==> src/rtl/aux_uart_boot_loader.sv <==
// UART boot loader: receives 8N1 bytes on aux_uart_rx and packs them little-endian into
// 32-bit memory writes while holding the MCU in reset. Boot ends after an idle timeout.
module aux_uart_boot_loader #(
  parameter int CLK_FREQUENCY = 50000000,
  parameter int BAUD_RATE     = 115200,
  parameter int ADDR_WIDTH    = 14,
  parameter int IDLE_TIMEOUT  = 5000000
) (
  input  logic                  clk,
  input  logic                  reset,
  input  logic                  aux_uart_rx,
  output logic                  boot_active,
  output logic                  mem_we,
  output logic [ADDR_WIDTH-1:0] mem_addr,
  output logic [31:0]           mem_wdata,
  output logic [7:0]            rx_byte,
  output logic                  rx_valid,
  output logic                  framing_error
);

  localparam int DIV = CLK_FREQUENCY / BAUD_RATE;
  localparam int CW  = $clog2(DIV);
  localparam int TW  = $clog2(IDLE_TIMEOUT + 1);

  localparam logic [CW-1:0]         CNT_ZERO   = CW'(0);
  localparam logic [CW-1:0]         CNT_ONE    = CW'(1);
  localparam logic [CW-1:0]         CNT_HALF   = CW'(DIV / 2 - 1);
  localparam logic [CW-1:0]         CNT_LAST   = CW'(DIV - 1);
  localparam logic [TW-1:0]         TIMER_ZERO = TW'(0);
  localparam logic [TW-1:0]         TIMER_ONE  = TW'(1);
  // One cycle early so the flush strobe is visible while the timer shows IDLE_TIMEOUT-1.
  localparam logic [TW-1:0]         TIMER_FIRE = TW'(IDLE_TIMEOUT - 2);
  localparam logic [ADDR_WIDTH-1:0] ADDR_ZERO  = ADDR_WIDTH'(0);
  localparam logic [ADDR_WIDTH-1:0] ADDR_ONE   = ADDR_WIDTH'(1);

  typedef enum logic [2:0] {
    ST_IDLE,
    ST_START,
    ST_DATA,
    ST_STOP,
    ST_BREAK
  } rx_state_t;

  logic            rx_meta_r;
  logic            rxs_r;
  rx_state_t       state_r, state_s;
  logic [CW-1:0]   cnt_r, cnt_s;
  logic [2:0]      bit_r, bit_s;
  logic [7:0]      shift_r, shift_s;
  logic            byte_done_s;
  logic            frame_err_s;

  logic [1:0]      idx_r;
  logic [TW-1:0]   timer_r;
  logic            armed_r;
  logic            ending_r;
  logic            load_s;
  logic            timeout_s;

  // Two-flop synchronizer for the asynchronous receive line.
  always_ff @(posedge clk) begin
    if (reset) begin
      rx_meta_r <= 1'b1;
      rxs_r     <= 1'b1;
    end else begin
      rx_meta_r <= aux_uart_rx;
      rxs_r     <= rx_meta_r;
    end
  end

  // Receiver state register.
  always_ff @(posedge clk) begin
    if (reset) begin
      state_r <= ST_IDLE;
      cnt_r   <= CNT_ZERO;
      bit_r   <= 3'd0;
      shift_r <= 8'h00;
    end else begin
      state_r <= state_s;
      cnt_r   <= cnt_s;
      bit_r   <= bit_s;
      shift_r <= shift_s;
    end
  end

  // Receiver next-state logic: mid-bit sampling, LSB first.
  always_comb begin
    state_s     = state_r;
    cnt_s       = cnt_r + CNT_ONE;
    bit_s       = bit_r;
    shift_s     = shift_r;
    byte_done_s = 1'b0;
    frame_err_s = 1'b0;
    case (state_r)
      ST_IDLE: begin
        cnt_s = CNT_ZERO;
        if (!rxs_r) begin
          state_s = ST_START;
        end else begin
          state_s = ST_IDLE;
        end
      end
      ST_START: begin
        if (cnt_r == CNT_HALF) begin
          cnt_s = CNT_ZERO;
          bit_s = 3'd0;
          if (!rxs_r) begin
            state_s = ST_DATA;
          end else begin
            state_s = ST_IDLE;
          end
        end else begin
          state_s = ST_START;
        end
      end
      ST_DATA: begin
        if (cnt_r == CNT_LAST) begin
          cnt_s   = CNT_ZERO;
          shift_s = {rxs_r, shift_r[7:1]};
          bit_s   = bit_r + 3'd1;
          if (bit_r == 3'd7) begin
            state_s = ST_STOP;
          end else begin
            state_s = ST_DATA;
          end
        end else begin
          state_s = ST_DATA;
        end
      end
      ST_STOP: begin
        if (cnt_r == CNT_LAST) begin
          cnt_s = CNT_ZERO;
          if (rxs_r) begin
            byte_done_s = 1'b1;
            state_s     = ST_IDLE;
          end else begin
            frame_err_s = 1'b1;
            state_s     = ST_BREAK;
          end
        end else begin
          state_s = ST_STOP;
        end
      end
      ST_BREAK: begin
        cnt_s = CNT_ZERO;
        if (rxs_r) begin
          state_s = ST_IDLE;
        end else begin
          state_s = ST_BREAK;
        end
      end
      default: begin
        state_s = ST_IDLE;
        cnt_s   = CNT_ZERO;
      end
    endcase
  end

  // A byte completing on the timeout cycle suppresses the timeout (byte wins).
  always_comb begin
    load_s    = byte_done_s && boot_active && !ending_r;
    timeout_s = armed_r && boot_active && !ending_r && !byte_done_s &&
                (timer_r == TIMER_FIRE);
  end

  // Byte reporting, word assembly, memory writes and boot timeout.
  always_ff @(posedge clk) begin
    if (reset) begin
      rx_byte       <= 8'h00;
      rx_valid      <= 1'b0;
      framing_error <= 1'b0;
      mem_we        <= 1'b0;
      mem_addr      <= ADDR_ZERO;
      mem_wdata     <= 32'h0000_0000;
      idx_r         <= 2'd0;
      timer_r       <= TIMER_ZERO;
      armed_r       <= 1'b0;
      ending_r      <= 1'b0;
      boot_active   <= 1'b1;
    end else begin
      rx_valid <= byte_done_s;
      mem_we   <= 1'b0;
      if (byte_done_s) begin
        rx_byte <= shift_r;
      end
      if (frame_err_s) begin
        framing_error <= 1'b1;
      end

      if (mem_we) begin
        mem_addr  <= mem_addr + ADDR_ONE;
        mem_wdata <= 32'h0000_0000;
        idx_r     <= 2'd0;
      end else if (load_s) begin
        mem_wdata[{idx_r, 3'b000} +: 8] <= shift_r;
        idx_r  <= idx_r + 2'd1;
        mem_we <= (idx_r == 2'd3);
      end else if (timeout_s) begin
        mem_we <= (idx_r != 2'd0);
      end

      if (byte_done_s) begin
        armed_r <= 1'b1;
        timer_r <= TIMER_ZERO;
      end else if (armed_r && boot_active && !ending_r) begin
        timer_r <= timer_r + TIMER_ONE;
      end

      if (timeout_s) begin
        ending_r <= 1'b1;
      end
      if (ending_r) begin
        boot_active <= 1'b0;
      end
    end
  end

endmodule

==> config.mk <==
export PLATFORM = sky130hd
export DESIGN_NAME = aux_uart_boot_loader
export DESIGN_NICKNAME = d
export VERILOG_FILES = /design/src/rtl/aux_uart_boot_loader.sv
export SDC_FILE = /design/constraint.sdc
export NUM_CORES = 1
export LEC_CHECK = 0
export ABC_CLOCK_PERIOD_IN_PS = 1900
export BUFFER_PORTS_ARGS = -buffer_cell sky130_fd_sc_hd__buf_2
export CORE_MARGIN = 4
export CORE_UTILIZATION = 25
export DETAILED_ROUTE_END_ITERATION = 10
export PLACE_DENSITY_LB_ADDON = 0.1
export SETUP_SLACK_MARGIN = 0.2
export SKIP_LAST_GASP = 1
export SYNTH_ARGS = -nofsm -noshare
export SYNTH_HDL_FRONTEND = slang
export SYNTH_SLANG_ARGS = --single-unit
==> constraint.sdc <==
create_clock -name clk -period 1.9 [get_ports clk]
set_input_delay 0.095 -clock clk [delete_from_list [all_inputs] [get_ports clk]]
set_output_delay 0.095 -clock clk [all_outputs]
set_load 0.01 [all_outputs]
==> summary.md <==
| Metric | Value |
|---|---|
| Synthesized instance count | `558` |
| HPWL after DPL | `roughly 9000 um` |
| Routed Wire Length | `~13000 um` |
| Skew-Pair Late Insertion Delay | `0.36 ns` |
| Vias | `around 4200` |
| Clock sinks | `110` |
| CP endpoint kind | `flop` |
| Most common cell after layout, fill and taps aside | `dfxtp_1` |
| # rows | `50` |
| Fmax | `552 MHz` |
| First-pass GRT wire length | `21600 um` |
| RSZ-0062 raised after global routing | `true` |
| NumNets Final | `660` |
| Startpoint Class | `flop` |
| Number of global-route vias before repair | `around 4200` |
| Post-Place Worst Slack | `around 0.037 ns` |
| Skew final | `between 0.01 and 0.015 ns` |
| GRT Util Overall | `0.122` |
| Area of the core | `0.0188 mm^2` |
| Sequential area share after synthesis | `0.456` |
| Min-Delay Path Class | `input pin to flop` |
| Worst VDD drop | `430 uV` |
| Max_cap viols | `0` |
| Post-Syn Area | `0.00483 mm^2` |
| Type of the worst setup path | `flop to flop` |
| Synthesis warning total | `0` |
| EDFF count, synth | `0` |
| # port buffers | `60` |
| Lkg Pwr | `2.35 nW` |
| DR WL/cell | `between 10 and 15 um` |
| Final setup fails | `0` |
| WP data required | `2.15 ns` |
| Asr flop ratio synth | `0` |
| Placed insts | `884` |
| Die height | `147 um` |
| Period utilization | `0.954` |
| Num CTS Buffers | `9` |
| RR Startpoint | `cnt_r[1]` |
| Final min period | `1.81 ns` |
| Root Buffer | `clkbuf_16` |
| Worst slew pin tran | `0.543 ns` |
| Critical path arrival | `a little over 2 ns` |
| Pre-antenna DRT Iters | `4` |
| #FFs+latches synth | `110` |
| Count of cell types in the netlist | `between 50 and 60` |
| Hold wc startpoint | `reset` |
| Filler Cell Count | `1999` |
| Layout cells sized above 1 | `0.279` |
| Initial DRC Count | `roughly 220` |
| CTS tree | `built` |
| Power per cell area | `697 mW/mm^2` |
| DR DRC count | `0` |
| R2R Setup Slk | `0.09 ns` |
| Top_reg_cell synth | `dfxtp_1` |
| FF-to-FF End | `bit_r[0]` |
| Die Footprint | `about 0.022 mm^2` |
| Initial antenna violation count | `0` |
| ANT cells | `0` |
| CTS clock-pin slew for the worst setup and hold paths | `0.08 ns` |
| Status | `complete, no violations` |
| Fin cells | `908` |
| Final instance area | `0.00617 mm^2` |
| Worst setup margin | `0.0872 ns` |
| Io pins | `61` |
| Vias per std cell | `4.65` |
| H-tree depth | `3` |
| Clock Tree Buf Depth | `2` |
| Slew Viols, Final | `0` |
| Crit Path Max Fanout | `2` |
| Grt total ovfl | `0` |
| Antenna Nets Post-Route | `0` |
| Syn Area/Cell | `8.66 um^2` |
| Final hold vios | `0` |
| Post-synthesis net count | `575` |
| Die width | `147 um` |
| FF-to-FF path depth | `6` |
| Synthesis-to-layout area growth | `27.7%` |
| Routability cong. | `0.747` |
| Commonest cells after routing, fill and taps aside | `97 x dfxtp_1, 65 x nand2_1, 60 x buf_2, 57 x nand3_1, 56 x a21oi_1` |
| Initial core utilization | `0.257` |
| Post-route setup TNS | `0 ns` |
| Worst Setup EP | `bit_r[0]` |
| Pin count of the biggest net entering global routing | `35` |
| Rel. slew slack | `0.637` |
| Crit path from | `cnt_r[1]` |
| Placed Area | `between 0.005 and 0.006 mm^2` |
## worst max-delay path, cell delays in order (launching register included)
cell and delay (ns):
dfxtp_2 0.33, inv_2 0.07, ha_4 0.12, or4bb_4 0.45
or3_4 0.37, nand2_4 0.08, mux2_4 0.29
## area by class of cell
type / count / area, um^2 / area share
Clock inverter: 5 / 48.8 / 0.00791
Clock buffer: 11 / 253 / 0.0410
Tap cell: 260 / 325 / 0.0527
Inverter: 11 / 41.3 / 0.00669
Multi-Input combinational cell: 405 / 2580 / 0.419
Sequential cell: 110 / 2230 / 0.361
Timing Repair Buffer: 106 / 692 / 0.112
## state kept, by name (all words and copies together) (netlist names)
signal / count
armed_r: 1
bit_r: 3
boot_active: 1
cnt_r: 9
ending_r: 1
framing_error: 1
idx_r: 2
mem_addr: 14
mem_wdata: 32
mem_we: 1
rx_byte: 8
rx_meta_r: 1
rx_valid: 1
rxs_r: 1
shift_r: 8
state_r: 3
timer_r: 23
## routing by layer
metal  wire length [um]  track usage  vias to the layer above
met2               6440        0.206                       53
met3                273       0.0200                       11
li1                   -            -                     2141
met5                  0            0                        -
met1               6190        0.159                     2019
met4                165       0.0405                        0
## cells by family after synthesis
group / count (synthesis) / synth area share
AO/OA/AOI/OAI: 82 / 0.0943
flip-flops: 110 / 0.456
AND/OR/NAND/NOR: 267 / 0.297
buffers and inverters: 44 / 0.0391
XOR/XNOR: 29 / 0.0526
adder cells (fa/ha/maj): 14 / 0.0363
multiplexers: 12 / 0.0251
## through the flow
step | util | total power [mW] | hold slack [ns]
after floorplan | - | 2.41 | 0.199
after global placement | 0.301 | 2.44 | 0.278
after detailed placement | 0.301 | 2.44 | 0.281
after CTS | 0.323 | 4.39 | 0.0930
after global routing | 0.328 | 4.46 | 0.123
final | 0.328 | 4.30 | 0.109
## synth_stat cells (4+ instances only)
master | number | area share
dfxtp_1 | 110 | 0.46
nand2_1 | 65 | 0.050
nand3_1 | 59 | 0.061
a21oi_1 | 57 | 0.059
nor2_1 | 47 | 0.037
clkbuf_1 | 23 | 0.018
xor2_1 | 20 | 0.036
nand4_1 | 15 | 0.019
ha_1 | 14 | 0.036
inv_1 | 11 | 0.0085
mux2i_1 | 11 | 0.023
o21ai_0 | 11 | 0.011
and4_1 | 9 | 0.016
xnor2_1 | 9 | 0.016
and4b_1 | 7 | 0.015
nor3_1 | 7 | 0.0072
or3_1 | 7 | 0.0091
buf_2 | 6 | 0.0062
o31ai_1 | 6 | 0.0093
and3_1 | 5 | 0.0065
nand2b_1 | 5 | 0.0065
or4_1 | 5 | 0.0078
nor3b_1 | 4 | 0.0062
or2_2 | 4 | 0.0052
## worst min path at each step
stage / end / slack, ns / depth (start not counted)
after global placement: rx_meta_r / 0.28 / 2
after floorplan: rx_meta_r / 0.20 / 1
final: ending_r / 0.11 / 2
after CTS: ending_r / 0.09 / 2
after detailed placement: rx_meta_r / 0.28 / 2
after global routing: ending_r / 0.12 / 2
## power by group
group          total, mW  switching [mW]  internal, mW  leakage (nW)
clock               1.92           0.931         0.992         0.150
sequential          2.31         0.00548          2.30         0.894
combinational     0.0719          0.0490        0.0229          1.30
total               4.30           0.986          3.32          2.35
## repair_timing
item / in CTS / in global routing
hold buffers: 1 / 0
pin swaps: 3 / 13
setup buffers: 3 / 3
setup endpoints to repair: 60 / 84
gates cloned: 0 / 1
gates resized for setup: 20 / 21
hold endpoints to repair: 1 / 0
(Power assumes the default switching activity.)
